[src/rtl/line_fill_server.sv]
// Instruction-cache line-fill engine: reads the 8 words of a missing line from a
// synchronous ROM and streams them back as write beats. Optional macro: CRIT_WORD_FIRST_EN.
module line_fill_server #(
  parameter int ADDR_W  = 8,
  parameter int DATA_W  = 8,
  parameter int ROM_LAT = 1
) (
  input  logic              clk,
  input  logic              sync_reset_n,
  input  logic              req_valid,
  input  logic [ADDR_W-1:0] req_addr,
  output logic              req_ready,
  input  logic              abort,
  output logic              rom_rd_en,
  output logic [ADDR_W-1:0] rom_rd_addr,
  input  logic [DATA_W-1:0] rom_rd_data,
  output logic              fill_valid,
  output logic [ADDR_W-4:0] fill_line,
  output logic [2:0]        fill_offset,
  output logic [DATA_W-1:0] fill_data,
  output logic              fill_last,
  output logic              fill_done
);

  typedef enum logic [1:0] {IDLE, ISSUE, DRAIN} state_t;

  state_t              r_state;
  logic [ADDR_W-4:0]   r_line;
  logic [2:0]          r_off;
  logic [2:0]          r_cnt;
  logic                r_done;
  logic [ROM_LAT-1:0]  r_pv;
  logic [ROM_LAT-1:0]  r_pl;
  logic [2:0]          r_po [ROM_LAT];
  logic [2:0]          w_start;
  logic                w_last;

`ifdef CRIT_WORD_FIRST_EN
  assign w_start = req_addr[2:0];
`else
  logic w_unused_word;
  assign w_unused_word = ^req_addr[2:0];
  assign w_start       = '0;
`endif

  // Tail of the latency pipeline lines up with rom_rd_data for the same read.
  assign w_last      = r_pv[ROM_LAT-1] & r_pl[ROM_LAT-1];
  assign req_ready   = (r_state == IDLE);
  assign rom_rd_en   = (r_state == ISSUE);
  assign rom_rd_addr = {r_line, r_off};
  assign fill_line   = r_line;
  assign fill_valid  = r_pv[ROM_LAT-1];
  assign fill_offset = r_pv[ROM_LAT-1] ? r_po[ROM_LAT-1] : '0;
  assign fill_data   = r_pv[ROM_LAT-1] ? rom_rd_data : '0;
  assign fill_last   = w_last;
  assign fill_done   = r_done;

  always_ff @(posedge clk) begin
    if (!sync_reset_n) begin
      r_state <= IDLE;
      r_line  <= '0;
      r_off   <= '0;
      r_cnt   <= '0;
      r_done  <= 1'b0;
      r_pv    <= '0;
      r_pl    <= '0;
      for (int unsigned i = 0; i < ROM_LAT; i++) r_po[i] <= '0;
    end else begin
      r_done <= 1'b0;
      for (int unsigned i = 1; i < ROM_LAT; i++) begin
        r_pv[i] <= r_pv[i-1];
        r_pl[i] <= r_pl[i-1];
        r_po[i] <= r_po[i-1];
      end
      r_pv[0] <= (r_state == ISSUE);
      r_pl[0] <= (r_cnt == 3'd7);
      r_po[0] <= r_off;

      case (r_state)
        IDLE: begin
          if (req_valid) begin
            r_line  <= req_addr[ADDR_W-1:3];
            r_off   <= w_start;
            r_cnt   <= '0;
            r_state <= ISSUE;
          end
        end
        ISSUE: begin
          r_off <= r_off + 3'd1;
          r_cnt <= r_cnt + 3'd1;
          if (r_cnt == 3'd7) r_state <= DRAIN;
        end
        DRAIN: begin
          if (w_last) begin
            r_state <= IDLE;
            r_done  <= 1'b1;
          end
        end
        default: r_state <= IDLE;
      endcase

      // Abort wins over everything above; the beat already on the outputs this cycle is still seen.
      if (abort && r_state != IDLE) begin
        r_state <= IDLE;
        r_pv    <= '0;
        r_done  <= 1'b0;
      end
    end
  end

endmodule
[config.mk]
export PLATFORM = sky130hd
export DESIGN_NAME = line_fill_server
export DESIGN_NICKNAME = d
export VERILOG_FILES = /design/src/rtl/line_fill_server.sv
export SDC_FILE = /design/constraint.sdc
export NUM_CORES = 1
export LEC_CHECK = 0
export CORE_UTILIZATION = 34
export CTS_CLUSTER_DIAMETER = 60
export CTS_CLUSTER_SIZE = 10
export DETAILED_ROUTE_END_ITERATION = 16
export HOLD_SLACK_MARGIN = 0.08
export PLACE_DENSITY = 0.75
export SYNTH_ARGS = -nofsm -noshare
export SYNTH_HDL_FRONTEND = slang
export SYNTH_SLANG_ARGS = --single-unit
[constraint.sdc]
create_clock -name clk -period 1.25 [get_ports clk]
set_input_delay 0.375 -clock clk [delete_from_list [all_inputs] [get_ports clk]]
set_output_delay 0.375 -clock clk [all_outputs]
set_load 0.05 [all_outputs]
=== Word-level counts from Yosys, hierarchy flattened ===
Memories as Yosys holds them, arrays and structs flattened.
Cells that the tools add are included.

* $lt $le $gt $ge: 0
* Multipliers: 0
* Div/mod/pow operators: 0
* Muxes and demuxes: 14
* Reductions and logical operators: 10
* Bitwise gates (word level): 3
* Add/sub/neg operators: 2
* Shift-type cells: 0
* Eq/ne operators: 6

{| class="wikitable"
|+ Operators by type and width
! cell !! count
|-
| $pmux 3 s2 || 2
|-
| $mux 3 || 3
|-
| $mux 8 || 1
|-
| $add 3x1->3 const B || 2
|-
| $mux 2 || 3
|-
| $pmux 2 s3 || 1
|-
| $reduce_or 3->1 || 2
|-
| $mux 1 || 4
|-
| $ne 2x2->1 const B || 2
|-
| $reduce_and 2->1 || 2
|-
| $reduce_bool 2->1 || 2
|-
| $eq 3x3->1 const B || 1
|-
| $reduce_and 3->1 || 1
|-
| $eq 2x1->1 const B || 1
|-
| $eq 2x2->1 const B || 1
|-
| $logic_not 2->1 || 1
|-
| $ne 2x1->1 const B || 1
|-
| $not 1->1 || 2
|-
| $reduce_or 2->1 || 1
|-
| $and 1x1->1 || 1
|-
| $logic_and 1x1->1 || 1
|}

* Bits in writable memories: 3
* Bits in registers: 16
* Word-level logic and storage cells: 43
* Output and inout bits: 29
* Bits of input ports: 20
* Latch bits: 0
* ROM bits: 0
* Memories: 1

{| class="wikitable"
|+ Memory list
! memory !! words !! width !! rd ports !! clocked after Yosys merged registers in !! wr ports !! RTL line !! RTL
|-
| r_po || 1 || 3 || 1 || 0 || 1 || 34 || <nowiki>logic [2:0] r_po [ROM_LAT];</nowiki>
|}

=== Logic depth before layout (Yosys ltp) ===
Gate-level depths: netlist (run 1).

* Word-level depth: 3
* Gate-level depth with buffers: 5
* Mapped depth without buffers: 5

=== Worst setup path before layout (run 1) ===
OpenSTA, ideal clock, no wires.

* Path type: flip-flop to output port
* Start: reg r_pv, in the netlist fill_valid
* End: out fill_data[0]
* Buffers on the path: 1
* Data arrival time: 1330 ps
* Cell stages (with the launch flop): 3
* Data required time: 875 ps
* Path slack: -455 ps
* Cell sequence: dfxtp_1 -> clkbuf_1 -> and2_1

* Cells in the longest elaborated chain, start to end: 1

{| class="wikitable"
|+ Ends and longest elaborated chain
! what !! RTL line !! RTL
|-
| from (decl) || 32 || <nowiki>logic [ROM_LAT-1:0] r_pv;</nowiki>
|-
| from (signal, indexed assignment) || 71 || <nowiki>r_pv[i] <= r_pv[i-1];</nowiki>
|-
| $mux 8 || 54 || <nowiki>assign fill_data = r_pv[ROM_LAT-1] ? rom_rd_data : '0;</nowiki>
|-
| to (decl) || 20 || <nowiki>output logic [DATA_W-1:0] fill_data,</nowiki>
|}

No other way between the ends.

=== Worst setup path after layout (run 1) ===
* Start: in rom_rd_data[0]
* End: out fill_data[0]

* Cells in the longest elaborated chain, start to end: 1

{| class="wikitable"
|+ Ends and longest elaborated chain
! what !! RTL line !! RTL
|-
| from (decl) || 16 || <nowiki>input logic [DATA_W-1:0] rom_rd_data,</nowiki>
|-
| $mux 8 || 54 ||
|}

No other way between the ends.

==> results of run 1 <==
==> worst max-delay path by stage <==
stage / start / end / slack [ns] / depth (start not counted)
CTS: fill_valid / fill_data[2] / -0.24 / 3
global placement: req_valid / fill_line[0] / -0.41 / 4
finish: rom_rd_data[0] / fill_data[0] / -0.24 / 3
floorplan: r_state[0] / rom_rd_en / -0.03 / 2
detailed placement: req_valid / fill_line[1] / -0.43 / 4
global route: fill_valid / fill_data[1] / -0.27 / 3
==> layout make-up <==
| type | count | share of cell area (%) |
|---|---|---|
| Clock buffer | 4 | 1.39 |
| Inverter | 3 | 0.729 |
| Multi-Input combinational cell | 65 | 26.1 |
| Sequential cell | 19 | 22.3 |
| Tap cell | 30 | 1.99 |
| Timing Repair Buffer | 64 | 47.5 |
==> routing by layer <==
layer / vias to the layer above / wire length [um]
met4: 0 / 34
met1: 418 / 994
met5: - / 0
li1: 432 / -
met3: 4 / 184
met2: 39 / 1470
==> where the power goes <==
part | switching, mW | internal [mW] | total [mW]
clock | 0.199 | 0.125 | 0.324
sequential | 0.0318 | 0.616 | 0.648
combinational | 0.211 | 0.233 | 0.443
total | 0.441 | 0.974 | 1.42
==> layout by cell type, fill, tap and decap left out, types with 3 or more instances in the layout <==
master	n
clkbuf_4	3
and2_1	4
buf_4	13
dfxtp_2	3
nand3_2	3
clkdlybuf4s50_1	8
nand3_1	5
and2_4	11
dlygate4sd2_1	8
dfxtp_4	10
buf_12	29
a21boi_1	7
nand2_1	9
nor2b_1	3
dfxtp_1	6
buf_6	6
==> per-stage QoR <==
step / cells / hold slack, ns / setup WS, ns / utilization, %
2_1_floorplan: 96 / 0.442 / -0.0295 / -
3_3_place_gp: 175 / 0.451 / -0.406 / 70.7
3_5_place_dp: 175 / 0.474 / -0.434 / 70.7
4_1_cts: 184 / 0.491 / -0.241 / 75.0
5_1_grt: 185 / 0.524 / -0.270 / 76.9
6_report: 185 / 0.512 / -0.237 / 76.9
==> tightest hold or removal path, stage by stage, from the launching register on <==
cell	delay, ns
dfxtp_2	0.37
nand3_2	0.07
a21boi_2	0.05
==> state kept, by name, indices dropped and copies added (netlist names) <==
register	flops
r_pl	1
fill_line	5
r_cnt	3
r_state	2
r_po	3
fill_valid	1
r_off	3
fill_done	1
==> cells by family after synthesis <==
| group | after synthesis | synth area share (%) |
|---|---|---|
| compound gates | 12 | 9.69 |
| flops | 19 | 43.3 |
| simple gates | 47 | 30.6 |
| mux | 3 | 3.56 |
| buf+inv | 12 | 8.55 |
| fa+ha+maj | 3 | 4.27 |
==> repair_timing <==
action	in CTS	in global routing
pin swaps	9	6
hold buffers	0	0
gates cloned	0	0
gates resized for setup	29	11
setup buffers	5	1
setup endpoints to repair	25	32
==> results.cfg, run 1 <==
[clocking]
clkSinkCount = 19
insertion_delay_ns = 0.30
htreeDepth = 1
cts_tree = built
clkTransAtPathRegs_ns = 0.11
clk_root_buffer_cell = clkbuf_4
clockBufferDepth = 2
cts-buffers-inserted = 3

[power_and_ir_drop]
p_per_area_nw_per_um2 = 750
finalPower_mw = 1.42
peakVddDrop_v = 0.000641
cellLeakagePower_nw = 0.783

[worst_hold_path]
hold_class = flop to flop
min_from = r_off[1]
hold_path_depth = 2
holdPathEnd = r_off[1]

[floorplanning]
row_count = 18
ioPinCount = 49
die_area_um2 = 2790
start_util_pct = 35.8
die_h_um = 52.8
core_um2 = 2450
die_x_um = 52.8

[global_route]
antenna_found_initial = 0
top_usage_layer = met2
grt_pass1_vias = 855
grt_pass1_wl_um = 3930
use_met3_pct = 4.64
gr-usage-met1_pct = 20.1
grt_overflow = 0
grt_max_degree = 11
gr-usage-met2_pct = 38.0
grt_usage_pct = 19.6

[worst_setup_path]
regToRegSetupSlack_ns = 0.01
required_ns = 0.88
critPathSlowestCell = clkdlybuf4s50_1
path_buf_inv = 2
worstPathCellList = clkdlybuf4s50_1 -> and2_4 -> buf_12
cp_max_fo = 1
cp_slowest_stage_delay_ns = 0.46
arrival_ns = 1.11
path_delay_family = buffers and inverters
reg2reg_to = r_state[0]
worst_setup_path_start_kind = primary input
cp-end-kind = output pin
r2r_start = r_cnt[0]
worst_r2r_path_depth = 5
worstSetupPathType = primary input to output pin

[routing]
via_count = 893
drt_iter0_markers = 9
drc = 0
drt_wl_total_um = 2680
antenna_left = 0
wl_per_cell_um = 14.5
first_pass_iters = 5
vias_per_cell = 4.83

[timing]
finalHoldViolations = 0
fin_crit_sh_pct = 119
slew_headroom_pct = 80.8
tightest_slew_ns = 0.287
fmax_ghz = 0.673
rsz0062_at_grt = true
setup_ws_ns = -0.237
setup_tns_ns = -2.94
final-setup-viol-count = 15
min_period_ns = 1.49
slew_viol_final = 0
fin_skew_ns = 0.00316

[outcome]
run_status = finished, violations left
violations = negative setup slack

[placement]
portBuffers = 45
place_hpwl_um = 1870
gp_congestion = 0.784
dpl_cell_area_um2 = 1740

[finish]
fin_area_um2 = 1890
antenna_cells = 0
register_area_um2 = 422
fill_cells = 163
multi_input_area_um2 = 492
drive_above_1_share_pct = 57.4
syn_to_final_growth_pct = 115
nets = 179

[synth]
ys_types = 26
netlist_area_um2 = 878
synth_seq_cells = 19
async_flop_share_pct = 0
synth_most_common_cell = dfxtp_1
yosysTopAreaCell = dfxtp_1
ys.flop_type = dfxtp_1
synth_edf_count = 0
ys.warnings.count = 0
synth_top_area_share_pct = 43.3
synth-seq-area-share_pct = 43.3
yosys-top-cells-count = dfxtp_1 (19), and2_1 (15), nand2_1 (11)
synth_cells = 96
syn-num-nets = 119
netlist_top_cells_area = dfxtp_1 (43%), and2_1 (11%), a21boi_1 (6.8%)
avgSynthCellArea_um2 = 9.15

[flow_run]
maxCapViolations = 0
(Power assumes the default switching activity.)
==> run 2, diff against run 1 <==
--- a/config.mk
+++ b/config.mk
@@ -10,6 +10,7 @@
 export CTS_CLUSTER_SIZE = 10
 export DETAILED_ROUTE_END_ITERATION = 16
 export HOLD_SLACK_MARGIN = 0.08
+export MAX_ROUTING_LAYER = met4
 export PLACE_DENSITY = 0.75
 export SYNTH_ARGS = -nofsm -noshare
 export SYNTH_HDL_FRONTEND = slang
==> run 2 against run 1 <==
Against the previous run:
- the run still ends with negative setup slack left
- sequential power about the same
- final cell count unchanged
- utilization unchanged
- power about the same
- worst setup slack unchanged
- via count increased by 1.1%
- largest cell class unchanged
==> results.cfg, run 2 (same netlist as run 1, synthesis figures left out) <==
[finish]
syn_to_final_growth_pct = 115
nets = 179
final_cell_count_no_fill = 185
fin_util_pct = 76.9
final_common_cell = buf_12
drive_above_1_share_pct = 57.4
fin_area_um2 = 1890
largest_reg_flops = 5
layout_common_cells = buf_12 (29), buf_4 (13), and2_4 (11)
antenna_cells = 0

[timing]
setup_ws_ns = -0.237
setup_tns_ns = -2.94
finalHoldWorstSlack_ns = 0.512
finalHoldViolations = 0
final-setup-viol-count = 15
rsz0062_at_grt = true
fmax_ghz = 0.673
slew_headroom_pct = 80.8
slew_viol_final = 0
fin_crit_sh_pct = 119
min_period_ns = 1.49
fin_skew_ns = 0.00271
tightest_slew_ns = 0.287

[worst_setup_path]
r2r_start = r_cnt[0]
regToRegSetupSlack_ns = 0.03
worstPathCellList = clkdlybuf4s50_1 -> and2_4 -> buf_12
worst_setup_path_start_kind = primary input
required_ns = 0.88
cp-end-kind = output pin
worst_r2r_path_depth = 5
worstSetupPathType = primary input to output pin
cp_max_fo = 1
cp_slowest_stage_delay_ns = 0.46
arrival_ns = 1.11
critPathLaunch = rom_rd_data[0]
critPathSlowestCell = clkdlybuf4s50_1

[clocking]
htreeDepth = 1
clkTransAtPathRegs_ns = 0.11
cts-buffers-inserted = 3
clockBufferDepth = 2
cts_tree = built
clkSinkCount = 19
clk_root_buffer_cell = clkbuf_4
holdBufCountCts = 0
insertion_delay_ns = 0.30

[routing]
drt_wl_total_um = 2660
wl_per_cell_um = 14.4
drc = 0
vias_per_cell = 4.88
antenna_left = 0
drt_iter0_markers = 7
via_count = 903
first_pass_iters = 4

[floorplanning]
die_area_um2 = 2790
core_um2 = 2450
die_x_um = 52.8
row_count = 18
ioPinCount = 49
die_h_um = 52.8
start_util_pct = 35.8

[worst_hold_path]
hold_class = flop to flop
min_from = r_off[1]
hold_path_depth = 2

[power_and_ir_drop]
cellLeakagePower_nw = 0.783
finalPower_mw = 1.41
peakVddDrop_v = 0.000640
p_per_area_nw_per_um2 = 750

[placement]
place_hpwl_um = 1870
portBuffers = 45
place_ws_ns = -0.434
placed_cells = 175
dpl_cell_area_um2 = 1740
gp_congestion = 0.795

[global_route]
grt_overflow = 0
grt_max_degree = 11
grt_pass1_vias = 856
grt_usage_pct = 20.2
grt_pass1_wl_um = 3940
antenna_found_initial = 0

[flow_run]
maxCapViolations = 0

[outcome]
run_status = finished, violations left
violations = negative setup slack
==> run 2: power by group <==
part           internal (mW)  total (mW)  switching (mW)  leakage (nW)
logic                  0.233       0.443           0.210         0.605
registers              0.616       0.648          0.0314         0.163
clock network          0.125       0.324           0.199        0.0150
==> run 2: final cells by class <==
type / instances / area, um^2
clock buffer: 4 / 26.3
tap: 30 / 37.5
sequential: 19 / 422
timing repair buffer: 64 / 896
multi-input combinational: 65 / 492
fill: 163 / 568
inverter: 3 / 13.8
==> run 2: repair_timing <==
action                     CTS  global route
pin swaps                    9             6
setup endpoints to repair   25            32
setup buffers                5             1
resized for setup           29            11
==> run 2: metal layers <==
layer / vias up / part of all wire, % / global-route usage, %
met5: - / 0 / -
met4: 0 / 1.1 / 6.58
met3: 4 / 7.0 / 4.64
met2: 39 / 56 / 38.0
met1: 430 / 36 / 20.3
li1: 430 / - / -
==> run 2: critical path: cells and delay by family <==
| kind | cells | cell delay [ns] |
|---|---|---|
| buffers and inverters | 2 | 0.59 |
| AND/OR/NAND/NOR | 1 | 0.15 |
==> run 2: path summary, 6_finish.rpt <==
kind / to
worst min-delay path: r_off[1]
worst max register to register: r_state[0]
worst max-delay path: fill_data[0]
worst min register to register: r_off[1]
==> run 3, diff against run 2 <==
--- a/config.mk
+++ b/config.mk
@@ -5,6 +5,7 @@
 export SDC_FILE = /design/constraint.sdc
 export NUM_CORES = 1
 export LEC_CHECK = 0
+export CAP_MARGIN = 20
 export CORE_UTILIZATION = 34
 export CTS_CLUSTER_DIAMETER = 60
 export CTS_CLUSTER_SIZE = 10
@@ -12,6 +13,7 @@
 export HOLD_SLACK_MARGIN = 0.08
 export MAX_ROUTING_LAYER = met4
 export PLACE_DENSITY = 0.75
+export REMOVE_ABC_BUFFERS = 1
 export SYNTH_ARGS = -nofsm -noshare
 export SYNTH_HDL_FRONTEND = slang
 export SYNTH_SLANG_ARGS = --single-unit
==> run 3 against run 2 <==
Against the previous run:
- the run still ends with negative setup slack left
- sequential cell count unchanged
- first-iteration DRC count rose to 3.1 times the previous value
- critical path depth unchanged
- clock power about the same
- power is 0.23% higher
- highest routed layer unchanged
==> results.cfg, run 3 (same netlist as run 1, synthesis figures left out) <==
[global_route]
grt_usage_pct = 19.3
antenna_found_initial = 0
grt_pass1_vias = 815
grt_overflow = 0
grt_pass1_wl_um = 3750
grt_max_degree = 14

[routing]
wl_per_cell_um = 14.6
drc = 0
drt_iter0_markers = 22
drt_wl_total_um = 2750
antenna_left = 0
first_pass_iters = 4
vias_per_cell = 4.76
via_count = 894

[timing]
slew_headroom_pct = 83.6
finalHoldViolations = 0
fin_skew_ns = 0.00108
rsz0062_at_grt = true
fmax_ghz = 0.687
slew_viol_final = 0
final-setup-viol-count = 16
fin_crit_sh_pct = 116
setup_ws_ns = -0.206
min_period_ns = 1.46
tightest_slew_ns = 0.245

[floorplanning]
row_count = 18
core_um2 = 2450
start_util_pct = 35.8
die_x_um = 52.8
ioPinCount = 49
die_area_um2 = 2790
die_h_um = 52.8

[finish]
syn_to_final_growth_pct = 117
nets = 182
drive_above_1_share_pct = 57.0
multi_input_area_um2 = 502
fin_area_um2 = 1910
layout_common_cells = buf_12 (29), buf_4 (19), and2_4 (9), nand2_1 (9)
fill_cells = 143
fin_util_pct = 77.6
antenna_cells = 0
register_area_um2 = 417
largest_reg_flops = 5
final_common_cell = buf_12

[placement]
portBuffers = 45
place_ws_ns = -0.441
place_hpwl_um = 1820
gp_congestion = 0.817
dpl_cell_area_um2 = 1680

[flow_run]
maxCapViolations = 0

[outcome]
run_status = finished, violations left
violations = negative setup slack

[clocking]
clkTransAtPathRegs_ns = 0.11
clk_root_buffer_cell = clkbuf_4
clkSinkCount = 19
cts_tree = built
cts-buffers-inserted = 3
htreeDepth = 1
holdBufCountCts = 0
insertion_delay_ns = 0.30
clockBufferDepth = 2

[worst_setup_path]
required_ns = 0.88
worst_setup_path_start_kind = flop
arrival_ns = 1.08
cp_max_fo = 6
worstSetupPathType = flop to output pin
cp-end-kind = output pin

[power_and_ir_drop]
cellLeakagePower_nw = 0.817
peakVddDrop_v = 0.000815
p_per_area_nw_per_um2 = 744

[worst_hold_path]
hold_class = flop to flop
==> run 3: area by class of cell <==
type | instances | area share, %
repair buffers | 67 | 47.7
multi-input cells | 65 | 26.3
flip-flops and latches | 19 | 21.9
well taps | 30 | 1.97
clock buffers | 4 | 1.38
inverters | 3 | 0.722
==> run 3: report_power, final <==
group	switching, mW	leakage (nW)	internal [mW]	total [mW]
sequential	0.0307	0.163	0.619	0.650
clock	0.198	0.0150	0.125	0.322
combinational	0.212	0.640	0.234	0.446
==> run 3: stage by stage <==
| step | total power [mW] | TNS (ns) | instances | hold WS, ns |
|---|---|---|---|---|
| CTS | 1.39 | -2.25 | 182 | 0.467 |
| global placement | 1.07 | -6.13 | 174 | 0.454 |
| finish | 1.42 | -2.72 | 188 | 0.514 |
| floorplan | 0.830 | -6.59 | 87 | 0.442 |
| global route | 1.47 | -3.30 | 188 | 0.534 |
| detailed placement | 1.08 | -6.64 | 174 | 0.465 |
==> run 3: critical path: stages, from the launching register on <==
cell	delay (ns)
dfxtp_4	0.37
buf_6	0.13
and2_4	0.14
buf_12	0.14
==> run 3: final timing paths <==
path | endpoint | slack, ns | startpoint | depth (start not counted)
worst max-delay path | fill_data[3] | -0.21 | fill_valid | 3
worst min-delay path | fill_line[3] | 0.51 | fill_line[3] | 2
worst max register to register | r_state[0] | 0.04 | r_cnt[0] | 5
worst min register to register | fill_line[3] | 0.51 | fill_line[3] | 2
==> run 3: metal layers <==
layer,vias to the layer above,wire length (um),track usage [%]
met4,0,30,5.70
met1,429,993,21.3
met5,-,0,-
met2,29,1590,35.2
met3,2,133,3.19
li1,434,-,-
==> run 3: timing repair <==
item                       CTS  global route
buffers inserted             5             6
hold endpoints to repair     0             0
pin swaps                    3             2
setup endpoints to repair   37            34
gates resized for setup     41            18
